File: config.mk
export PLATFORM = sky130hd
export DESIGN_NAME = pe_link_retimer
export DESIGN_NICKNAME = d
export VERILOG_FILES = /design/src/rtl/pe_link_retimer_pkg.sv /design/src/rtl/pe_token_fifo.sv /design/src/rtl/pe_link_retimer.sv
export SDC_FILE = /design/constraint.sdc
export NUM_CORES = 1
export LEC_CHECK = 0
export ABC_AREA = 1
export CAP_MARGIN = 10
export CELL_PAD_IN_SITES_DETAIL_PLACEMENT = 1
export CELL_PAD_IN_SITES_GLOBAL_PLACEMENT = 1
export CORE_ASPECT_RATIO = 1.25
export CORE_MARGIN = 4
export CORE_UTILIZATION = 40
export CTS_BUF_LIST = sky130_fd_sc_hd__clkbuf_8 sky130_fd_sc_hd__clkbuf_16
export CTS_CLUSTER_SIZE = 14
export DETAILED_ROUTE_END_ITERATION = 12
export GPL_TIMING_DRIVEN = 0
export PLACE_DENSITY_LB_ADDON = 0.1
export SYNTH_ARGS = -nofsm -noshare
export SYNTH_HDL_FRONTEND = slang
export SYNTH_SLANG_ARGS = --single-unit
File: constraint.sdc
create_clock -name clock -period 5.4 [get_ports clock]
set_clock_uncertainty 0.05 [all_clocks]
set_input_delay 1.08 -clock clock [delete_from_list [all_inputs] [get_ports clock]]
set_output_delay 1.08 -clock clock [all_outputs]
set_load 0.1 [all_outputs]
File: src/rtl/pe_link_retimer_pkg.sv
// Shared types for the inter-PE link retimer: forward/backward token layouts and
// the path-ownership FSM encoding.
package pe_link_retimer_pkg;

    localparam int WIDTH_DATA = 32;

    typedef struct packed {
        logic                  v;
        logic                  a;
        logic                  r;
        logic                  c;
        logic [WIDTH_DATA-1:0] d;
    } FTk_t;

    typedef struct packed {
        logic n;
        logic t;
        logic v;
        logic c;
    } BTk_t;

    typedef enum logic [1:0] {
        IDLE  = 2'd0,
        ACQ   = 2'd1,
        DRAIN = 2'd2
    } state_ret_t;

endpackage

File: src/rtl/pe_token_fifo.sv
// Small forward-token FIFO with extended pointers (extra MSB separates full from empty).
// The head entry is presented combinationally and forced to zero when empty.
module pe_token_fifo
    import pe_link_retimer_pkg::*;
#(
    parameter int DEPTH_FIFO = 4
) (
    input  logic                        clock,
    input  logic                        reset,
    input  logic                        push,
    input  FTk_t                        push_data,
    input  logic                        pop,
    output FTk_t                        head,
    output logic                        empty,
    output logic [$clog2(DEPTH_FIFO):0] count_next
);

    localparam int AW = $clog2(DEPTH_FIFO);

    logic [AW:0] wr_ptr_q, wr_ptr_d;
    logic [AW:0] rd_ptr_q, rd_ptr_d;
    logic        full;
    logic        wr_en;
    logic        rd_en;
    FTk_t        mem_q [DEPTH_FIFO];

    always_comb begin
        empty = (wr_ptr_q == rd_ptr_q);
        full  = (wr_ptr_q[AW] != rd_ptr_q[AW]) &&
                (wr_ptr_q[AW-1:0] == rd_ptr_q[AW-1:0]);

        // A push into a full FIFO is only safe when the head leaves in the same cycle.
        rd_en = pop & ~empty;
        wr_en = push & (~full | rd_en);

        wr_ptr_d   = wr_ptr_q + {{AW{1'b0}}, wr_en};
        rd_ptr_d   = rd_ptr_q + {{AW{1'b0}}, rd_en};
        count_next = wr_ptr_d - rd_ptr_d;

        head = empty ? '0 : mem_q[rd_ptr_q[AW-1:0]];
    end

    always_ff @(posedge clock or negedge reset) begin
        if (!reset) begin
            wr_ptr_q <= '0;
            rd_ptr_q <= '0;
        end else begin
            wr_ptr_q <= wr_ptr_d;
            rd_ptr_q <= rd_ptr_d;
        end
    end

    // Storage needs no reset: an empty FIFO never exposes its contents.
    always_ff @(posedge clock) begin
        if (wr_en) begin
            mem_q[wr_ptr_q[AW-1:0]] <= push_data;
        end
    end

endmodule

File: src/rtl/pe_link_retimer.sv
// Elastic retiming stage on one inter-PE link channel with path acquire/release tracking.
// Optional PE_LINK_RETIMER_BYPASS_EN: zero-latency cut-through when the FIFO is empty.
module pe_link_retimer
    import pe_link_retimer_pkg::*;
#(
    parameter int DEPTH_FIFO   = 4,
    parameter int WIDTH_LENGTH = 10
) (
    input  logic                    clock,
    input  logic                    reset,
    input  FTk_t                    I_FTk,
    output BTk_t                    O_BTk,
    output FTk_t                    O_FTk,
    input  BTk_t                    I_BTk,
    output logic                    O_Busy,
    output logic [WIDTH_LENGTH-1:0] O_Length
);

    localparam int AW = $clog2(DEPTH_FIFO);
    localparam logic [AW:0] FULL_COUNT = (AW+1)'(DEPTH_FIFO);

    state_ret_t              state_q, state_d;
    BTk_t                    btk_q, btk_d;
    logic                    busy_q, busy_d;
    logic [WIDTH_LENGTH-1:0] length_q, length_d;
    logic [WIDTH_LENGTH-1:0] length_base;

    logic                    push;
    logic                    bypass;
    logic                    fifo_push;
    logic                    taken;
    logic                    count_en;
    FTk_t                    fifo_head;
    logic                    fifo_empty;
    logic [AW:0]             fifo_count_next;

    pe_token_fifo #(
        .DEPTH_FIFO (DEPTH_FIFO)
    ) u_fifo (
        .clock      (clock),
        .reset      (reset),
        .push       (fifo_push),
        .push_data  (I_FTk),
        .pop        (~I_BTk.n),
        .head       (fifo_head),
        .empty      (fifo_empty),
        .count_next (fifo_count_next)
    );

    always_comb begin
        push = I_FTk.v & ~btk_q.n;
`ifdef PE_LINK_RETIMER_BYPASS_EN
        // Reset gates the cut-through so nothing leaks downstream while held in reset.
        bypass = fifo_empty & ~I_BTk.n & reset;
`else
        bypass = 1'b0;
`endif
        fifo_push = push & ~bypass;
        taken     = (~fifo_empty & ~I_BTk.n) | (bypass & push);

        O_FTk = fifo_head;
`ifdef PE_LINK_RETIMER_BYPASS_EN
        if (bypass) begin
            O_FTk = push ? I_FTk : '0;
        end
`endif

        state_d = state_q;
        case (state_q)
            IDLE: begin
                if (push && I_FTk.a) begin
                    state_d = I_FTk.r ? DRAIN : ACQ;
                end
            end
            ACQ: begin
                if ((push && I_FTk.r) || I_BTk.t) begin
                    state_d = DRAIN;
                end
            end
            DRAIN: begin
                if (fifo_count_next == '0) begin
                    state_d = IDLE;
                end
            end
            default: state_d = IDLE;
        endcase

        // Length restarts from zero on the first cycle of IDLE; a bypassed
        // acquiring token is counted against the path it opens.
        count_en    = taken & ((state_q != IDLE) | (bypass & push & I_FTk.a));
        length_base = (state_q == IDLE) ? '0 : length_q;
        length_d    = length_base;
        if (count_en && (length_base != {WIDTH_LENGTH{1'b1}})) begin
            length_d = length_base + WIDTH_LENGTH'(1);
        end

        busy_d  = (state_d != IDLE);
        btk_d.n = (fifo_count_next == FULL_COUNT) | (state_d == DRAIN);
        btk_d.t = I_BTk.t;
        btk_d.v = I_BTk.v;
        btk_d.c = I_BTk.c;
    end

    always_ff @(posedge clock or negedge reset) begin
        if (!reset) begin
            state_q  <= IDLE;
            btk_q    <= '0;
            busy_q   <= 1'b0;
            length_q <= '0;
        end else begin
            state_q  <= state_d;
            btk_q    <= btk_d;
            busy_q   <= busy_d;
            length_q <= length_d;
        end
    end

    assign O_BTk    = btk_q;
    assign O_Busy   = busy_q;
    assign O_Length = length_q;

endmodule
## Word-level counts from Yosys, hierarchy flattened

Memory sizes are Yosys's and may differ from the RTL's.
Cells that the tools add are included.

- Multiplexer cells: 10
- Eq/ne operators: 8
- Add/subtract/negate cells: 4
- Reduce and logical (&&, ||, !) cells: 9
- Bitwise logic cells: 10

Operators with widths:

| operator | number |
|---|---|
| 36-bit 2-to-1 mux | 1 |
| 10-bit 2-to-1 mux | 2 |
| 10-bit by 1-bit adder with 10-bit output (second input constant) | 1 |
| 10-bit inequality test (second input constant) | 1 |
| 2-bit 2-to-1 mux | 4 |
| 3-bit by 1-bit adder with 3-bit output | 2 |
| 2-bit case mux with 3 select lines | 1 |
| 1-bit AND | 4 |
| 2-bit equality test (second input constant) | 2 |
| 1-bit logical AND | 4 |
| 1-bit inverter | 4 |
| 2-bit nonzero test | 2 |
| 3-bit equality test | 1 |
| 3-bit equality test (second input constant) | 1 |
| 3-bit logical NOT | 1 |
| 3-bit subtractor | 1 |
| 2-bit by 1-bit equality test with 1-bit output (second input constant) | 1 |
| 2-bit equality test | 1 |
| 2-bit logical NOT | 1 |
| 1-bit 2-to-1 mux | 2 |
| 1-bit OR | 2 |
| 1-bit logical OR | 1 |
| 1-bit inequality test | 1 |

- Register bits: 23
- Memories: 1
- Memory bits (writable): 144
- Word-level logic and storage cells: 51
- Input bits: 42

Memories:

| memory | words | bits a word | read ports | clocked after memory_dff | write ports | line | source |
|---|---|---|---|---|---|---|---|
| u_fifo.mem_q | 4 | 36 | 1 | 0 | 1 | pe_token_fifo.sv:25 | `FTk_t mem_q [DEPTH_FIFO];` |

## Longest topological paths before layout

Gate-level depths: netlist of run 1.

- Depth in word-level cells: 12
- Gate-level depth with buffers: 18

## Hierarchy

A second synthesis of run 1 with hierarchy kept.

- Cells, all modules: 678
- Area total of the unflattened synthesis: 7,120.6 sq um

Modules (own cells, without submodules):

| module | cells an instance | instances | area each (sq um) |
|---|---|---|---|
| pe_token_fifo | 555 | 1 | 6,203.4 |
| pe_link_retimer | 123 | 1 | 917.1 |

## Least setup slack after synthesis of run 1

No wires, ideal clock.

- Path type: input-to-reg
- Start: input I_FTk[35] (netlist name)
- End: memory u_fifo.mem_q[2][0] (netlist name) (enable)
- Stages on the path: 4
- Required time: 4.876 ns
- Data arrival time: 3.901 ns
- Slack: 0.974 ns
- Path through: inv_1 nor2_1 o31ai_1 nor3_1

- Cells in the longest elaborated chain, start to end: 4

RTL lines:

| item | line | source |
|---|---|---|
| from (decl) | pe_link_retimer.sv:11 | `input FTk_t I_FTk,` |
| 1-bit AND | pe_link_retimer.sv:51 | `push = I_FTk.v & ~btk_q.n;` |
| 1-bit AND | pe_token_fifo.sv:34 | `wr_en = push & (~full \| rd_en);` |
| 1-bit 2-to-1 mux | pe_token_fifo.sv:55 | `if (wr_en) begin` |
| 1-bit 2-to-1 mux (not written as such) | pe_token_fifo.sv:56 | `mem_q[wr_ptr_q[AW-1:0]] <= push_data;` |
| to (decl) | pe_token_fifo.sv:25 |  |

No other way between the ends.

==> run metrics, run 1 <==
commonest cells in the netlist=144 x edfxtp_1, 116 x nor2_1, 108 x nand2_1; Die Wd=127 µm; Final Max Slew Viols=0; pin count of the biggest net entering global routing=24; RSZ-0062 raised after global routing=false; CP cell instances=buf_4 -> inv_2 -> clkbuf_1 -> nor2_1 -> o32ai_1 -> nand2_1 -> inv_1 -> clkdlybuf4s50_1; ant diodes=0; DRT Pass-1 Iters=4; post-route setup TNS=0 ns; Die Y-Extent=157 µm; max_cap viols=0; HPWL Detailed=around 13 mm; CTS root buffer=clkbuf_16; synth top area cells=edfxtp_1 61%, dfrtp_1 8.1%, nor2_1 6.2%; clock buffer count from CTS=17; GRT Total Usage=19.2%; run status=complete, no violations; Final setup viols=0; period utilisation layout=85.0%; CP startpoint kind=register; Yosys warning total=0; Fillers=1852; crit-path leading delay family=buffers and inverters; fmax=218 MHz; # IOs=93; DRT antenna net count=0; area of placed instances=8490 µm²; Post-CTS Setup Inserts=0; Yosys top cell area share=61.1%; CTS max path bufs=2; Slew HR=33.8%; Synth Area per Inst=11.6 µm²; vias in the first global route=5444; hold path startpoint=u_fifo.rd_ptr_q[1]; H-tree depth=4; CTS tree=done; register cell area after layout=4900 µm²; slowest stage delay, CP=1.12 ns; GRT Residual Overflow=0; clock transition at the registers of the reported paths=0.06 ns; Worst Hold Class=reg -> reg; cts repair resizes=0; fraction of layout cells with a size suffix above 1=9.85%; Post-synth EDFFs=144; multi-input combinational cell area=1820 µm²; DIE AREA=19900 µm²; top_reg_cell synth=edfxtp_1; WP data arrival=~3.5 ns; vias per cell=5.11; Syn Inst Count=roughly 610; wire length per cell=~19 µm; Worst Path Required=4.27 ns; # rows=54; worst path bufs/invs=5; post-route cell area=9140 µm²; post-synthesis sequential area ratio=69.2%; core area=17400 µm²; Fin. Hold Viols=0; Placer Congestion=approximately 0.75; top-count cell post-synth=edfxtp_1; PortBufs=92; nets=787; Worst R2R Start=u_fifo.rd_ptr_q[0]; first-pass GRT wire length=around 29 mm; Slew @ Worst Pin=~1 ns; Worst Setup End Kind=output pin; synthesized cell area=7080 µm²; reg-to-reg endpoint=O_Busy; DR vias=between 4000 and 5000; Hold Slack=0.485 ns; library cells used by synthesis=31; cell taking the most area after synthesis=edfxtp_1; minimum clock period=4.59 ns; Mapped Nets=660; reg-to-reg slack, setup=1.90 ns; Worst-Skew Late Latency=0.42 ns; asr flop ratio synth=13.8%; worst setup path start=u_fifo.rd_ptr_q[0]; CP endpoint=O_FTk[8]; antenna violations before repair=0; final WL=18.5 mm; CP max stage cell=clkdlybuf4s50_1; reg2reg path depth=16; TritonCTS Sinks=approximately 170; residual DRC count=0; CP Class=reg -> out; Initial DRC Count=337; crit-path max FO=10; area grow syn2layout=29.2%; hold_buf cts=0; Seq cells post-synth=167; stages on the worst setup path=8; Starting Density=around 41%
==> worst min path at each step <==
| stage | to | slack (ns) | cells after the start |
|---|---|---|---|
| after floorplan | u_fifo.rd_ptr_q[1] | 0.45 | 1 |
| after detailed placement | u_fifo.rd_ptr_q[1] | 0.48 | 1 |
| final | u_fifo.rd_ptr_q[1] | 0.48 | 1 |
| after CTS | u_fifo.rd_ptr_q[1] | 0.49 | 1 |
| after global routing | u_fifo.rd_ptr_q[1] | 0.53 | 1 |
| after global placement | u_fifo.rd_ptr_q[1] | 0.47 | 1 |
==> layout make-up <==
class / count / area share, %
plain buffers: 27 / 1.27
clock buffers: 20 / 5.11
clock inverters: 12 / 1.78
inverters: 69 / 2.83
multi-input cells: 348 / 19.9
flip-flops and latches: 167 / 53.6
well taps: 224 / 3.07
repair buffers: 108 / 12.4
==> flip-flops by register name, summed over array words and instances (netlist names) <==
name             count
u_fifo.wr_ptr_q      3
O_Length            10
O_Busy               1
O_BTk                4
state_q              2
u_fifo.rd_ptr_q      3
u_fifo.mem_q       144
==> metal layers <==
metal	wire, µm	track usage (%)	part of all wire [%]	up-vias
li1	-	-	-	2341
met1	7330	22.0	40	2525
met2	10100	35.5	55	102
met3	817	4.68	4.4	19
met4	221	5.21	1.2	0
met5	0	0	0	-
==> cell usage in the layout, fill, tap and decap left out, types with 2 or more instances in the layout <==
cell             synthesis  routed
buf_4                    2       2
buf_6                    1      11
buf_8                    0       5
bufinv_16                0       4
clkbuf_1                24      24
clkbuf_16                0      18
clkbuf_8                 0       3
clkdlybuf4s50_1          0      92
clkinv_2                 0       2
clkinv_4                 0       2
dfrtp_1                 23      23
edfxtp_1               144     144
ha_1                     7       7
inv_1                   65      69
inv_2                    4       4
nand2_1                108     108
nand2_2                  2       2
nand3_1                  7       7
nand4_1                  2       2
nor2_1                 116     116
nor2_2                   4       4
nor2_4                   5       5
nor3_1                   6       2
nor3_2                   0       4
o21ai_0                 37      37
o32ai_1                 36      36
xnor2_1                  3       3
xnor2_2                  2       2
xor2_1                   3       3
==> kinds of logic after synthesis <==
group | synth area share [%]
xor gates and xnor gates | 1.20
buffers and inverters | 5.30
DFF | 69.2
AOI/OAI and AO/OA | 7.66
and+or+nand+nor | 15.4
adders and majority gates | 1.24
==> through the flow <==
| step | utilization (%) | setup slack (ns) | instances |
|---|---|---|---|
| after floorplan | - | 0.974 | 611 |
| after global placement | 47.5 | -2.15 | 927 |
| after detailed placement | 48.7 | 1.17 | 942 |
| after CTS | 52.3 | 0.783 | 974 |
| after global routing | 52.4 | 0.629 | 975 |
| final | 52.4 | 0.809 | 975 |
Power of run 1 is not shown: default switching activity piles up to over one toggle a cycle in this logic, so the estimate is an artifact.
==> run 2: changes to the inputs <==
- DONT_BUFFER_PORTS: unset -> 1
==> run 2 against run 1 <==
Final cell count is 9.5% lower. Maximum frequency is 12% higher. Flip-flop and latch count stayed put. Non-clock buffer count is 93 lower. Register-to-register slack better by 0.05 ns. Via count is 8.0% lower. Count of clock-buffer cells in the layout is 3 lower. First-iteration DRC count is 11% lower. Die area stayed put.
==> run metrics, run 2 (same netlist as run 1, synthesis figures left out) <==
Final setup viols=0 (unchanged); crit-path max FO=10 (unchanged); Die Wd=127 µm (unchanged); Worst-Skew Late Latency=0.43 ns (about the same); antenna violations before repair=0 (unchanged); run status=complete, no violations; CTS root buffer=clkbuf_16; DR vias=4586 (-8.0%); Final Util=46.5% (-5.9 points); Worst R2R Start=u_fifo.rd_ptr_q[0]; multi-input combinational cell area=1820 µm² (unchanged); RSZ-0062 raised after global routing=false; pin count of the biggest net entering global routing=24 (unchanged); Slew @ Worst Pin=1.00 ns (+0.0107 ns); CTS tree=done; nets=694 (-12%); final WL=17.8 mm (-3.6%); reg-to-reg endpoint=O_BTk[3]; HPWL Detailed=12.3 mm (-4.4%); Slew HR=33.3% (-0.50 points); Post-CTS Setup Inserts=0 (unchanged); Die Y-Extent=157 µm (unchanged); Worst Hold Class=in -> async; GRT Total Usage=18.6% (-0.58 points); # IOs=93 (unchanged); Fillers=1866 (+0.76%); wire length per cell=20.2 µm (+6.6%); Worst Setup End Kind=output pin; period utilisation layout=75.7% (-9.4 points); Placer Congestion=0.745 (-0.13%); fmax=245 MHz (+12%); residual DRC count=0 (unchanged); cts repair resizes=0 (unchanged); commonest non-fill, non-tap cell in the layout=edfxtp_1; Fin. Hold Viols=0 (unchanged); minimum clock period=4.09 ns (-0.505 ns); Worst Path Required=4.27 ns (about the same); # rows=54 (unchanged); Final Max Slew Viols=0 (unchanged); reg-to-reg slack, setup=1.95 ns (+0.05 ns); CTS max path bufs=2 (unchanged); pre-CTS WS=1.71 ns (+0.541 ns); max_cap viols=0 (unchanged); fraction of layout cells with a size suffix above 1=11.2% (+1.4 points); H-tree depth=4 (unchanged); core area=17400 µm² (unchanged); Initial DRC Count=301 (-11%); vias per cell=5.20 (+1.7%); worst setup margin=1.31 ns (+0.505 ns); DRT Pass-1 Iters=4 (unchanged); TritonCTS Sinks=167 (unchanged); CP startpoint kind=register; reg2reg path depth=16 (unchanged); most frequent cells in the layout=144 x edfxtp_1, 116 x nor2_1, 108 x nand2_1; WP data arrival=2.96 ns (-0.50 ns); CP Class=reg -> out; PortBufs=0 (-100%); register cell area after layout=4900 µm² (unchanged); clock buffer count from CTS=17 (unchanged); max FFs per register=144 (unchanged); ant diodes=0 (unchanged); DRT antenna net count=0 (unchanged); first-pass GRT wire length=27.8 mm (-4.7%); GRT Residual Overflow=0 (unchanged); area grow syn2layout=14.5%; Starting Density=40.6% (unchanged); vias in the first global route=5104 (-6.2%); clock transition at the registers of the reported paths=0.06 ns (about the same); worst setup path start=u_fifo.rd_ptr_q[0]; hold_buf cts=0 (unchanged); DIE AREA=19900 µm² (unchanged)
## run 2: cell count changes in the layout (fill, tap and decap cells not counted), sizes merged
cell / change
bufinv: -2
clkbuf: -4
clkinv: +7
clkinvlp: +2
inv: -4
clkdlybuf4s50: -92
## run 2: stage by stage
| stage | area, µm² | cells | hold WS [ns] | setup TNS, ns |
|---|---|---|---|---|
| finish | 8110 | 882 | 0.289 | 0 |
| global route | 8110 | 882 | 0.268 | 0 |
| CTS | 8110 | 882 | 0.278 | 0 |
| detailed placement | 7540 | 850 | 0.478 | 0 |
| global placement | 7360 | 835 | 0.470 | -206.94 |
| floorplan | 7080 | 611 | 0.451 | 0 |
## run 2: worst max-delay path by stage
stage | endpoint | slack (ns) | depth (start not counted)
3_3_place_gp | u_fifo.mem_q[0][15] | -1.56 | 4
2_1_floorplan | u_fifo.mem_q[2][0] | 0.97 | 4
3_5_place_dp | O_Busy | 1.71 | 14
5_1_grt | O_FTk[24] | 1.14 | 7
4_1_cts | O_FTk[22] | 1.33 | 7
6_report | O_FTk[24] | 1.31 | 7
## run 2: per-layer routing
layer | global-route usage (%) | vias up | share of wire, %
met1 | 20.0 | 2315 | 39
met2 | 34.6 | 103 | 54
met4 | 5.16 | 0 | 1.1
met3 | 6.28 | 15 | 6.0
li1 | - | 2153 | -
met5 | 0 | - | 0
## run 2: layout make-up
cell class	instances	area share [%]
Clock buffer	17	5.25
Sequential cell	167	60.5
Buffer	27	1.44
Tap cell	224	3.46
Inverter	69	3.20
Timing Repair Buffer	15	2.04
Clock inverter	15	1.70
Multi-Input combinational cell	348	22.5
## run 2: worst max-delay path, cell delays in order (launching register included)
cell      delay [ns]
dfrtp_1         0.44
buf_4           0.22
inv_2           0.17
clkbuf_1        0.49
nor2_1          0.11
o32ai_1         0.31
nand2_1         0.13
inv_1           0.65
Power of run 2 is left out for the same reason.
==> run 3: changes to the inputs <==
- clock period: 5.4 -> 3.67 ns (I/O delays scaled with it)
==> run 3 against run 2 <==
Via count down 0.78%. First-iteration DRC count up 0.66%. Non-clock buffer count up 1. Setup slack worse by 1.2 ns. Worst hold slack worse by 0.22 ns. Final area up 1.9%. Die area unchanged. Final cell count up 0.11%. Critical path depth unchanged. Flip-flop and latch count unchanged. Register-to-register slack worse by 1.5 ns.
==> run metrics, run 3 (same netlist as run 1, synthesis figures left out) <==
run status=complete, no violations; # rows=54 (unchanged); reg-to-reg endpoint=O_BTk[3]; Worst Setup End Kind=output pin; post-route cell area=8260 µm² (+1.9%); CTS tree=done; area grow syn2layout=16.8%; final WL=17.9 mm (+0.43%); Worst-Skew Late Latency=0.42 ns (about the same); worst setup path start=u_fifo.rd_ptr_q[0]; CP Class=reg -> out; ant diodes=0 (unchanged); area of placed instances=7540 µm² (unchanged); Final setup viols=0 (unchanged); HPWL Detailed=12.3 mm (unchanged); GRT Total Usage=18.6% (about the same); fraction of layout cells with a size suffix above 1=17.0% (+5.7 points); Hold Slack=0.0707 ns (-0.219 ns); Worst Path Required=2.89 ns (-1.38 ns); period utilisation layout=a little over nine tenths; DIE AREA=19900 µm² (unchanged); clock transition at the registers of the reported paths=0.06 ns (about the same); Final Util=47.4% (+0.90 points); DR vias=4550 (-0.78%); Slew HR=32.9% (-0.48 points); PortBufs=0 (unchanged); Final Max Slew Viols=0 (unchanged); minimum clock period=3.51 ns; most frequent cells in the layout=144 x edfxtp_1, 116 x nor2_1, 108 x nand2_1; antenna violations before repair=0 (unchanged); RSZ-0062 raised after global routing=false; CTS root buffer=clkbuf_16; WP data arrival=2.72 ns (-0.24 ns); pin count of the biggest net entering global routing=24 (unchanged); reg-to-reg slack, setup=0.46 ns (-1.49 ns); pre-CTS WS=0.198 ns (-1.51 ns); Fillers=1856 (-0.54%); first-pass GRT wire length=27.8 mm (unchanged); Die Wd=127 µm (unchanged); residual DRC count=0 (unchanged); Starting Density=40.6% (unchanged); reg2reg path depth=16 (unchanged); Placer Congestion=0.745 (unchanged); CP endpoint=O_FTk[0]; max_cap viols=0 (unchanged); DRT Pass-1 Iters=4 (unchanged); crit-path max FO=10 (unchanged); CTS max path bufs=2 (unchanged); core area=17400 µm² (unchanged); Worst Hold Class=in -> async; DRT antenna net count=0 (unchanged); CP startpoint kind=register; Fin. Hold Viols=0 (unchanged); vias in the first global route=5107 (+0.059%); nets=695 (+0.14%); fmax=between 200 and 300 MHz; # IOs=93 (unchanged); Slew @ Worst Pin=1.00 ns (+0.00170 ns); Initial DRC Count=303 (+0.66%); Die Y-Extent=157 µm (unchanged); GRT Residual Overflow=0 (unchanged); H-tree depth=4 (unchanged); TritonCTS Sinks=167 (unchanged); commonest non-fill, non-tap cell in the layout=edfxtp_1; clock buffer count from CTS=17 (unchanged); worst setup margin=0.162 ns (-1.15 ns); max FFs per register=144 (unchanged); wire length per cell=20.3 µm (+0.32%); Worst R2R Start=u_fifo.rd_ptr_q[0]; vias per cell=5.15 (-0.90%)
[run 3: cell types whose count changed in the layout (fill, tap and decap cells not counted), sizes merged]
cell	before	now
clkinvlp	2	37
inv	69	34
buf	18	19
[run 3: through the flow]
step / std cells / setup TNS (ns)
finish: 883 / 0
CTS: 883 / 0
floorplan: 611 / -76.39
global route: 883 / 0
global placement: 835 / -429.65
detailed placement: 850 / 0
[run 3: worst min path at each step]
stage / end / slack [ns] / cells after the start / start
5_1_grt: O_Length[4] / 0.05 / 1 / reset
6_report: O_Length[4] / 0.07 / 1 / reset
3_5_place_dp: O_Length[4] / 0.39 / 0 / reset
2_1_floorplan: O_BTk[0] / 0.39 / 0 / reset
4_1_cts: O_Length[4] / 0.06 / 1 / reset
3_3_place_gp: O_Length[4] / 0.39 / 0 / reset
[run 3: routing by layer]
| metal | routed length [µm] | part of all wire [%] | global-route usage (%) | vias up |
|---|---|---|---|---|
| li1 | - | - | - | 2157 |
| met1 | 6970 | 39 | 20.1 | 2301 |
| met2 | 9850 | 55 | 34.7 | 86 |
| met3 | 1030 | 5.7 | 6.15 | 6 |
| met4 | 41 | 0.23 | 5.16 | 0 |
| met5 | 0 | 0 | 0 | - |
[run 3: final cells by class]
cell class	instances	area (µm²)	share of cell area [%]
Timing Repair Buffer	16	185	2.24
Clock buffer	17	425	5.15
Buffer	27	118	1.42
Multi-Input combinational cell	348	1830	22.1
Inverter	69	390	4.72
Sequential cell	167	4900	59.3
Clock inverter	15	138	1.67
Tap cell	224	280	3.39
[run 3: what timing repair did]
item / 4_1_cts / 5_1_grt
buffers inserted: 0 / 0
setup endpoints to repair: 7 / 32
hold buffers: 1 / 0
hold endpoints to repair: 23 / 0
resized for setup: 7 / 31
[run 3: worst max-delay path, cell delays in order, from the launching register on]
cell and delay [ns]:
dfrtp_1 0.44, buf_4 0.22, inv_2 0.18, clkbuf_1 0.50, nor2_1 0.09, o32ai_1 0.14
nand2_1 0.12, inv_1 0.62
Power of run 3 is left out for the same reason.
